**src/rtl/halt_bus_master.sv**
```systemverilog
// halt_bus_master
// Secondary bus initiator: halts the CPU through the halt_n / cpu_released
// handshake, runs byte-wide read or write bursts on the shared system bus
// (one access per CPU cycle, address phase on pclk1, completion on pclk0),
// steps aside for MARIA DMA, and returns the bus to the CPU after at most
// MAX_BURST accesses or at the end of the transfer.
module halt_bus_master #(
  parameter int MAX_BURST = 16
) (
  input  logic        clk_sys,
  input  logic        rst,
  input  logic        pclk0,
  input  logic        pclk1,
  input  logic        req,
  input  logic        req_we,
  input  logic [15:0] req_addr,
  input  logic [8:0]  req_len,
  input  logic [7:0]  wr_data,
  output logic        wr_ack,
  output logic [7:0]  rd_data,
  output logic        rd_valid,
  output logic        busy,
  output logic        done,
  output logic        halt_n,
  input  logic        cpu_released,
  input  logic        maria_drive_AB,
  output logic        bus_drive,
  output logic [15:0] AB_out,
  output logic        RW_out,
  output logic [7:0]  DB_out,
  input  logic [7:0]  DB_in
);

  localparam int BW = $clog2(MAX_BURST + 1);

  typedef enum logic [2:0] {
    IDLE,
    HALT,
    ACCESS,
    PAUSE,
    RELEASE
  } state_t;

  state_t state, state_d;

  // Transfer context
  logic          we_q, we_d;
  logic [15:0]   addr_q, addr_d;
  logic [8:0]    len_q, len_d;
  logic [BW-1:0] burst_q, burst_d;
  logic [BW-1:0] burst_inc;

  // Next values of the registered outputs
  logic        halt_n_d;
  logic        bus_drive_d;
  logic [15:0] ab_d;
  logic        rw_d;
  logic [7:0]  db_d;
  logic        busy_d;
  logic        done_d;
  logic        wr_ack_d;
  logic        rd_valid_d;
  logic [7:0]  rd_data_d;

  // Register the FSM state, the transfer context and every output
  always_ff @(posedge clk_sys) begin
    if (rst) begin
      state     <= IDLE;
      we_q      <= 1'b0;
      addr_q    <= 16'h0000;
      len_q     <= 9'd0;
      burst_q   <= '0;
      halt_n    <= 1'b1;
      bus_drive <= 1'b0;
      AB_out    <= 16'h0000;
      RW_out    <= 1'b1;
      DB_out    <= 8'h00;
      busy      <= 1'b0;
      done      <= 1'b0;
      wr_ack    <= 1'b0;
      rd_valid  <= 1'b0;
      rd_data   <= 8'h00;
    end else begin
      state     <= state_d;
      we_q      <= we_d;
      addr_q    <= addr_d;
      len_q     <= len_d;
      burst_q   <= burst_d;
      halt_n    <= halt_n_d;
      bus_drive <= bus_drive_d;
      AB_out    <= ab_d;
      RW_out    <= rw_d;
      DB_out    <= db_d;
      busy      <= busy_d;
      done      <= done_d;
      wr_ack    <= wr_ack_d;
      rd_valid  <= rd_valid_d;
      rd_data   <= rd_data_d;
    end
  end

  // Next-state logic: hold everything by default, pulses default low,
  // and whenever the bus is given up RW_out returns to read
  always_comb begin
    state_d     = state;
    we_d        = we_q;
    addr_d      = addr_q;
    len_d       = len_q;
    burst_d     = burst_q;
    burst_inc   = burst_q + 1'b1;
    halt_n_d    = halt_n;
    bus_drive_d = bus_drive;
    ab_d        = AB_out;
    rw_d        = RW_out;
    db_d        = DB_out;
    busy_d      = busy;
    done_d      = 1'b0;
    wr_ack_d    = 1'b0;
    rd_valid_d  = 1'b0;
    rd_data_d   = rd_data;

    case (state)
      IDLE: begin
        if (req) begin
          we_d     = req_we;
          addr_d   = req_addr;
          len_d    = (req_len == 9'd0) ? 9'd1 : req_len;
          burst_d  = '0;
          busy_d   = 1'b1;
          halt_n_d = 1'b0;
          state_d  = HALT;
        end
      end

      HALT: begin
        halt_n_d = 1'b0;
        if (pclk1 && cpu_released && !maria_drive_AB) begin
          bus_drive_d = 1'b1;
          ab_d        = addr_q;
          rw_d        = ~we_q;
          if (we_q) begin
            db_d = wr_data;
          end
          state_d = ACCESS;
        end else if (maria_drive_AB) begin
          bus_drive_d = 1'b0;
          rw_d        = 1'b1;
        end
      end

      ACCESS: begin
        if (pclk0) begin
          if (we_q) begin
            wr_ack_d = 1'b1;
          end else begin
            rd_data_d  = DB_in;
            rd_valid_d = 1'b1;
          end
          addr_d  = addr_q + 16'd1;
          len_d   = len_q - 9'd1;
          burst_d = burst_inc;
          if (len_q == 9'd1) begin
            bus_drive_d = 1'b0;
            rw_d        = 1'b1;
            halt_n_d    = 1'b1;
            state_d     = RELEASE;
          end else if (burst_inc == BW'(MAX_BURST)) begin
            bus_drive_d = 1'b0;
            rw_d        = 1'b1;
            halt_n_d    = 1'b1;
            state_d     = PAUSE;
          end else begin
            state_d = HALT;
          end
        end
      end

      PAUSE: begin
        bus_drive_d = 1'b0;
        rw_d        = 1'b1;
        halt_n_d    = 1'b1;
        if (pclk1 && !cpu_released) begin
          burst_d  = '0;
          halt_n_d = 1'b0;
          state_d  = HALT;
        end
      end

      RELEASE: begin
        bus_drive_d = 1'b0;
        rw_d        = 1'b1;
        halt_n_d    = 1'b1;
        done_d      = 1'b1;
        busy_d      = 1'b0;
        state_d     = IDLE;
      end

      default: begin
        state_d = IDLE;
      end
    endcase
  end

endmodule

```
**config.mk**
```make
export PLATFORM = sky130hd
export DESIGN_NAME = halt_bus_master
export DESIGN_NICKNAME = d
export VERILOG_FILES = /design/src/rtl/halt_bus_master.sv
export SDC_FILE = /design/constraint.sdc
export NUM_CORES = 1
export LEC_CHECK = 0
export BUFFER_PORTS_ARGS = -buffer_cell sky130_fd_sc_hd__buf_2
export CORE_AREA = 2 2 122 124
export CTS_CLUSTER_DIAMETER = 100
export DETAILED_ROUTE_END_ITERATION = 12
export DIE_AREA = 0 0 124 126
export SLEW_MARGIN = 10
export SYNTH_ARGS = -nofsm -noshare
export SYNTH_HDL_FRONTEND = slang
export SYNTH_SLANG_ARGS = --single-unit
```
**constraint.sdc**
```tcl
create_clock -name clk_sys -period 4.2 [get_ports clk_sys]
set_clock_uncertainty 0.2 [all_clocks]
set_input_delay 0.42 -clock clk_sys [delete_from_list [all_inputs] [get_ports clk_sys]]
set_output_delay 0.42 -clock clk_sys [all_outputs]
set_load 0.02 [all_outputs]
```
* Word level (Yosys, flattened, before mapping)
Index checks and enable logic that the tools add are counted.
** Operators by class
- $add $sub $neg :: 3
- Equality and inequality tests :: 12
- Multiplexer cells :: 38
- Bitwise operators :: 3
- Reduce and logical (&&, ||, !) cells :: 24
** Operators with widths (number)
- $mux W16 :: 2
- $pmux W16 S2 :: 1
- $mux W9 :: 3
- $pmux W9 S2 :: 1
- $add A16 B1 Y16 const B :: 1
- $mux W1 :: 16
- $reduce_and A4 Y1 :: 4
- $mux W3 :: 5
- $mux W5 :: 3
- $pmux W5 S3 :: 1
- $pmux W3 S4 :: 1
- $eq A9 B1 Y1 const B :: 1
- $logic_not A9 Y1 :: 1
- $reduce_and A3 Y1 :: 3
- $sub A9 B1 Y9 const B :: 1
- $ne A2 B2 Y1 const B :: 4
- $eq A3 B2 Y1 const B :: 2
- $ne A3 B3 Y1 const B :: 2
- $pmux W1 S3 :: 2
- $reduce_and A2 Y1 :: 3
- $reduce_bool A3 Y1 :: 2
- $add A5 B1 Y5 const B :: 1
- $eq A5 B5 Y1 const B :: 1
- $pmux W1 S5 :: 1
- 12 further kinds :: 18
** Storage, ports and cells
- Register bits :: 73
- Output and inout bits :: 39

* Depth between registers and ports, before layout
- Depth after elaboration :: 6
- Depth in mapped cells :: 8
- Depth with buffers taken out :: 7

* Worst setup path before layout
Ideal clock, no wire load.
- Kind :: reg2reg
- Start point :: register len_q[0]
- End point :: register len_q[7]
- Data arrival time :: 1.570 ns
- Required time :: 3.930 ns
- Setup slack :: 2.361 ns
- Cell stages (with the launch flop) :: 6
- Buffers on the path :: 0
- Clock period less this slack :: 1.839 ns
- Cells stage by stage :: dfxtp_1 -> or4_4 -> or4_4 -> a21oi_2 -> o21bai_1 -> a21oi_1
** Between the ends
- Word-level cells in the longest chain between the ends :: 3
** RTL lines
- start: declaration :: RTL line 49 : logic [8:0] len_q, len_d;
- start signal: assignment :: RTL line 87 : len_q <= len_d;
- $sub A9 B1 Y9 :: RTL line 160 : len_d = len_q - 9'd1;
- $mux W9 :: RTL line 152 : if (pclk0) begin
- $pmux W9 S2 :: RTL line 122 : case (state)
No other way between the ends. The select of a mux whose other input is x is not followed.
A chain may end at the register's enable or synchronous reset.

* Worst setup path after layout
- Start point :: register state[1]
- End point :: register addr_q[15]
** Between the ends
- Word-level cells in the longest chain between the ends :: 3
- Elaborated cells between the ends (all ways) :: 7
- Those cells by class :: eq/ne (3); mux (1); reduce/logical (3)
** RTL lines
- start: declaration :: RTL line 44 : state_t state, state_d;
- start signal: assignment :: RTL line 84 : state <= state_d;
- $eq A3 B2 Y1 / $logic_not A3 Y1 (equally long branches) :: RTL line 122
- $ne A2 B2 Y1 (no line) / $reduce_bool A2 Y1 (equally long branches)
- $reduce_and A3 Y1 (no line)
- end signal: assignment :: RTL line 86 : addr_q <= addr_d;
- end: declaration :: RTL line 48 : logic [15:0] addr_q, addr_d;
Parallel ways exist; a longest one is shown, timed or not.

==> flow_results.org <==
** Outcome
- The flow ran to the end, and the final reports show no timing, DRC or antenna violations.

** Timing
- Hold Fails Final Rpt :: 0
- FMAX :: 0.3805 GHz
- Post-layout minimum cycle time :: 2.628 ns
- Post-route setup slack :: 1.572 ns
- Final worst-path cycle share :: 62.57%
- RSZ-0062 raised after global routing :: false
- At the pin with the least slew margin, the transition time is 1.002 ns.
- Final-report max-slew violation count :: 0
- In this run the tightest slew margin relative to its limit is 33.21%.
- Setup violations remaining at the end of the flow were counted as 0.
- Adding up every negative setup slack in the final design gives 0 ns.

** Pwr
- VDD sags by at most 0.1434 mV.
- In this run the power density over the cells is 413.4 mW/mm^2.
- The analysis attributes to cell leakage a power of 1.725 nW.

** Placement
- The placed instances occupy a cell area of 0.004101 sq mm.
- Count of input and output buffers :: 87
- Prior to clock tree synthesis, the placed netlist has a worst setup slack of 1.601 ns.
- Detailed placement HPWL :: 6937 um
- RePlAce Congestion :: 0.8191

** Critical path
- At the worst endpoint, the required time is 4.27 ns.
- Startpoint class of the critical path :: flip-flop
- By startpoint and endpoint, the worst setup path is classified as reg2reg.
- Setup slack on the worst reg-to-reg path comes out at 1.57 ns.
- Of all nets on the critical path, the largest fanout is 33.
- At the worst endpoint, the arrival time is 2.69 ns.
- The worst setup path is captured at a flip-flop.

** GRT
- Number of antenna violations at the first check in global routing :: 0
- For this run, the total global-route usage over all layers was measured as 13.13%.
- Wire length of the first global-routing pass :: 16,170 um
- The via count of the first global-routing pass was 3,315.
- Entering global routing, the biggest net connects 44 pins.
- GRT Residual Overflow :: 0

** CTS
- Number of setup buffers added after CTS :: 0
- H-tree depth :: 3
- TritonCTS built the clock tree.
- The clock drives 73 sinks.
- For the worst-skew pair, the clock arrives at the later sink with an insertion delay of 0.33 ns.
- Clock-pin transition on the worst setup and hold timing paths :: 0.06 ns
- TritonCTS created 9 clock buffers.
- Quantity of gates resized following cts :: 0
- The tree is rooted in a sky130_fd_sc_hd__clkbuf_16.
- Number of buffers inserted by hold repair at cts :: 0
- In this run the deepest clock path goes through 2 buffers.

** Synthesis
- Syn_nets :: 513
- The netlist uses 54 different library cells.
- Proportion of netlist area held by the largest area contributor :: 41.48%
- Avg Cell Area, Syn :: 7.660 sq um
- Sequential elements use 41.48% of the synthesized area.
- sky130_fd_sc_hd__dfxtp_1 takes more of the synthesized area than any other cell.
- Number of instances in the synthesized netlist :: 460
- FF+latch count, synth :: 73
- After synthesis the cells add up to 0.003523 sq mm.
- Dominant register cell in the synthesized netlist :: sky130_fd_sc_hd__dfxtp_1
- Async SR Flop Fraction :: 0%
- The Yosys step of the flow raised 0 warnings.
- Top cells by count, synth :: sky130_fd_sc_hd__nand2_1, sky130_fd_sc_hd__dfxtp_1, sky130_fd_sc_hd__a21oi_1
- Number of enable flip-flop cells after synthesis :: 0
- Top cells by area in the synthesized netlist :: sky130_fd_sc_hd__dfxtp_1, sky130_fd_sc_hd__a21oi_1, sky130_fd_sc_hd__nand2_1, sky130_fd_sc_hd__o21ai_0, sky130_fd_sc_hd__nor2_1
- The most common cell in the synthesized netlist is sky130_fd_sc_hd__nand2_1.

** Floorplanning
- The die covers 0.01562 sq mm.
- Core Rows :: 44
- Vertical die dimension :: 126 um
- Initial core utilization :: 24.62%
- Pin placement for this block handled 88 I/O pins.
- The core region is 0.01431 sq mm.
- In this run the horizontal extent of the chip is 124 um.

** Detailed routing
- Detailed-route wire length on metal 1 :: 4538 um
- Count of TritonRoute iterations in the first routing pass :: 4
- In the detailed route, the total length drawn on met2 is 4655 um.
- After the first detailed-routing iteration, the DRC count stood at 163.
- In this run the remaining antenna-violating nets after routing total 0.
- Met3 Routed Length :: 539 um
- Final routed wire length divided by cell count :: 13.62 um
- Detailed routing inserted a total of 3,494 vias.
- The final layout contains routed wiring with a total length of 9792 um.
- After detailed routing, the number of vias per cell comes to 4.860.
- The detailed router used layers up to and including met4.
- Number of remaining DRC errors :: 0

** Hold path
- Class of the tightest hold or removal check :: in2reg

** Finish
- At the end of the flow the core is filled with cells to 30.70%.
- Filler Cells Inserted :: 1,565
- Multi-input logic area :: 0.001918 sq mm
- In the final layout, the share of cells above drive strength 1 is 21.50%.
- Register area :: 0.001461 sq mm
- Diodes inserted :: 0
- Area of all placed cells without fillers :: 0.004394 sq mm
- Relative to the synthesized area, the layout overhead comes to 24.72%.
- Net total in the final layout :: 584

** Job
- Number of maximum-capacitance violations :: 0
==> layout by cell type (no fill, tap or decap), drive strengths merged, types with 5 or more instances in the layout <==
master	Yosys	layout
nand2b	6	6
inv	5	7
nand2	83	83
o21ai	34	34
and3	5	5
clkbuf	22	9
nor3	11	11
dfxtp	73	73
nand3	18	18
a22oi	6	6
nor2	37	37
nor4	5	5
buf	10	92
a21oi	66	66
a211oi	7	7
nor3b	5	5
and2	5	5
==> metal layers <==
layer  track usage (%)  vias to the layer above
met5                 0                        -
met4             4.825                        0
met3             2.989                        5
met2             21.14                       76
met1             17.08                     1626
li1                  -                     1787
==> registers in the layout (all words and copies together) (netlist names), 3 cells and up <==
register and flops:
AB_out 16, addr_q 16, len_q 9, DB_out 8
rd_data 8, burst_q 5, state 3
==> final timing paths <==
check             from         end  cells after the start
max           state[1]  addr_q[15]                      5
min reg2reg  AB_out[8]   AB_out[8]                      2
min           DB_in[0]  rd_data[0]                      3
max reg2reg   state[1]  addr_q[15]                      5
==> critical path, stage by stage, from the launching register on <==
cell	delay, ns
sky130_fd_sc_hd__dfxtp_1	0.64
sky130_fd_sc_hd__or3b_1	0.81
sky130_fd_sc_hd__buf_4	0.36
sky130_fd_sc_hd__o41ai_2	0.31
sky130_fd_sc_hd__nand2_1	0.08
sky130_fd_sc_hd__a21oi_1	0.14
==> layout make-up <==
cell class | instances | share of cell area, %
Clock buffer | 9 | 5.125
Tap cell | 184 | 5.239
Multi-Input combinational cell | 350 | 43.65
Sequential cell | 73 | 33.26
Inverter | 5 | 0.4271
Clock inverter | 6 | 1.538
Timing Repair Buffer | 92 | 10.76
==> through the flow <==
step,power (W),std cells,hold WS [ns]
floorplan,0.0009777,460,0.2404
global placement,0.001056,704,0.2414
detailed placement,0.001063,704,0.2453
CTS,0.001845,719,0.1150
global route,0.001915,719,0.1243
finish,0.001817,719,0.1293
==> logic make-up (layout without fill, tap and decap cells) <==
logic type / count (synthesis) / count (layout) / synth area share [%]
multiplexers: 5 / 5 / 1.456
buffers and inverters: 37 / 112 / 4.474
XOR/XNOR: 1 / 1 / 0.2486
flip-flops: 73 / 73 / 41.48
adder cells (fa/ha/maj): 4 / 4 / 1.421
AND/OR/NAND/NOR: 198 / 198 / 27.13
AO/OA/AOI/OAI: 142 / 142 / 23.79
==> power by group <==
group,switching [W],internal [W]
logic,0.000158,0.000109
clock network,0.000309,0.000460
registers,0.0000512,0.000731
total,0.000518,0.00130
(Power assumes the default switching activity.)
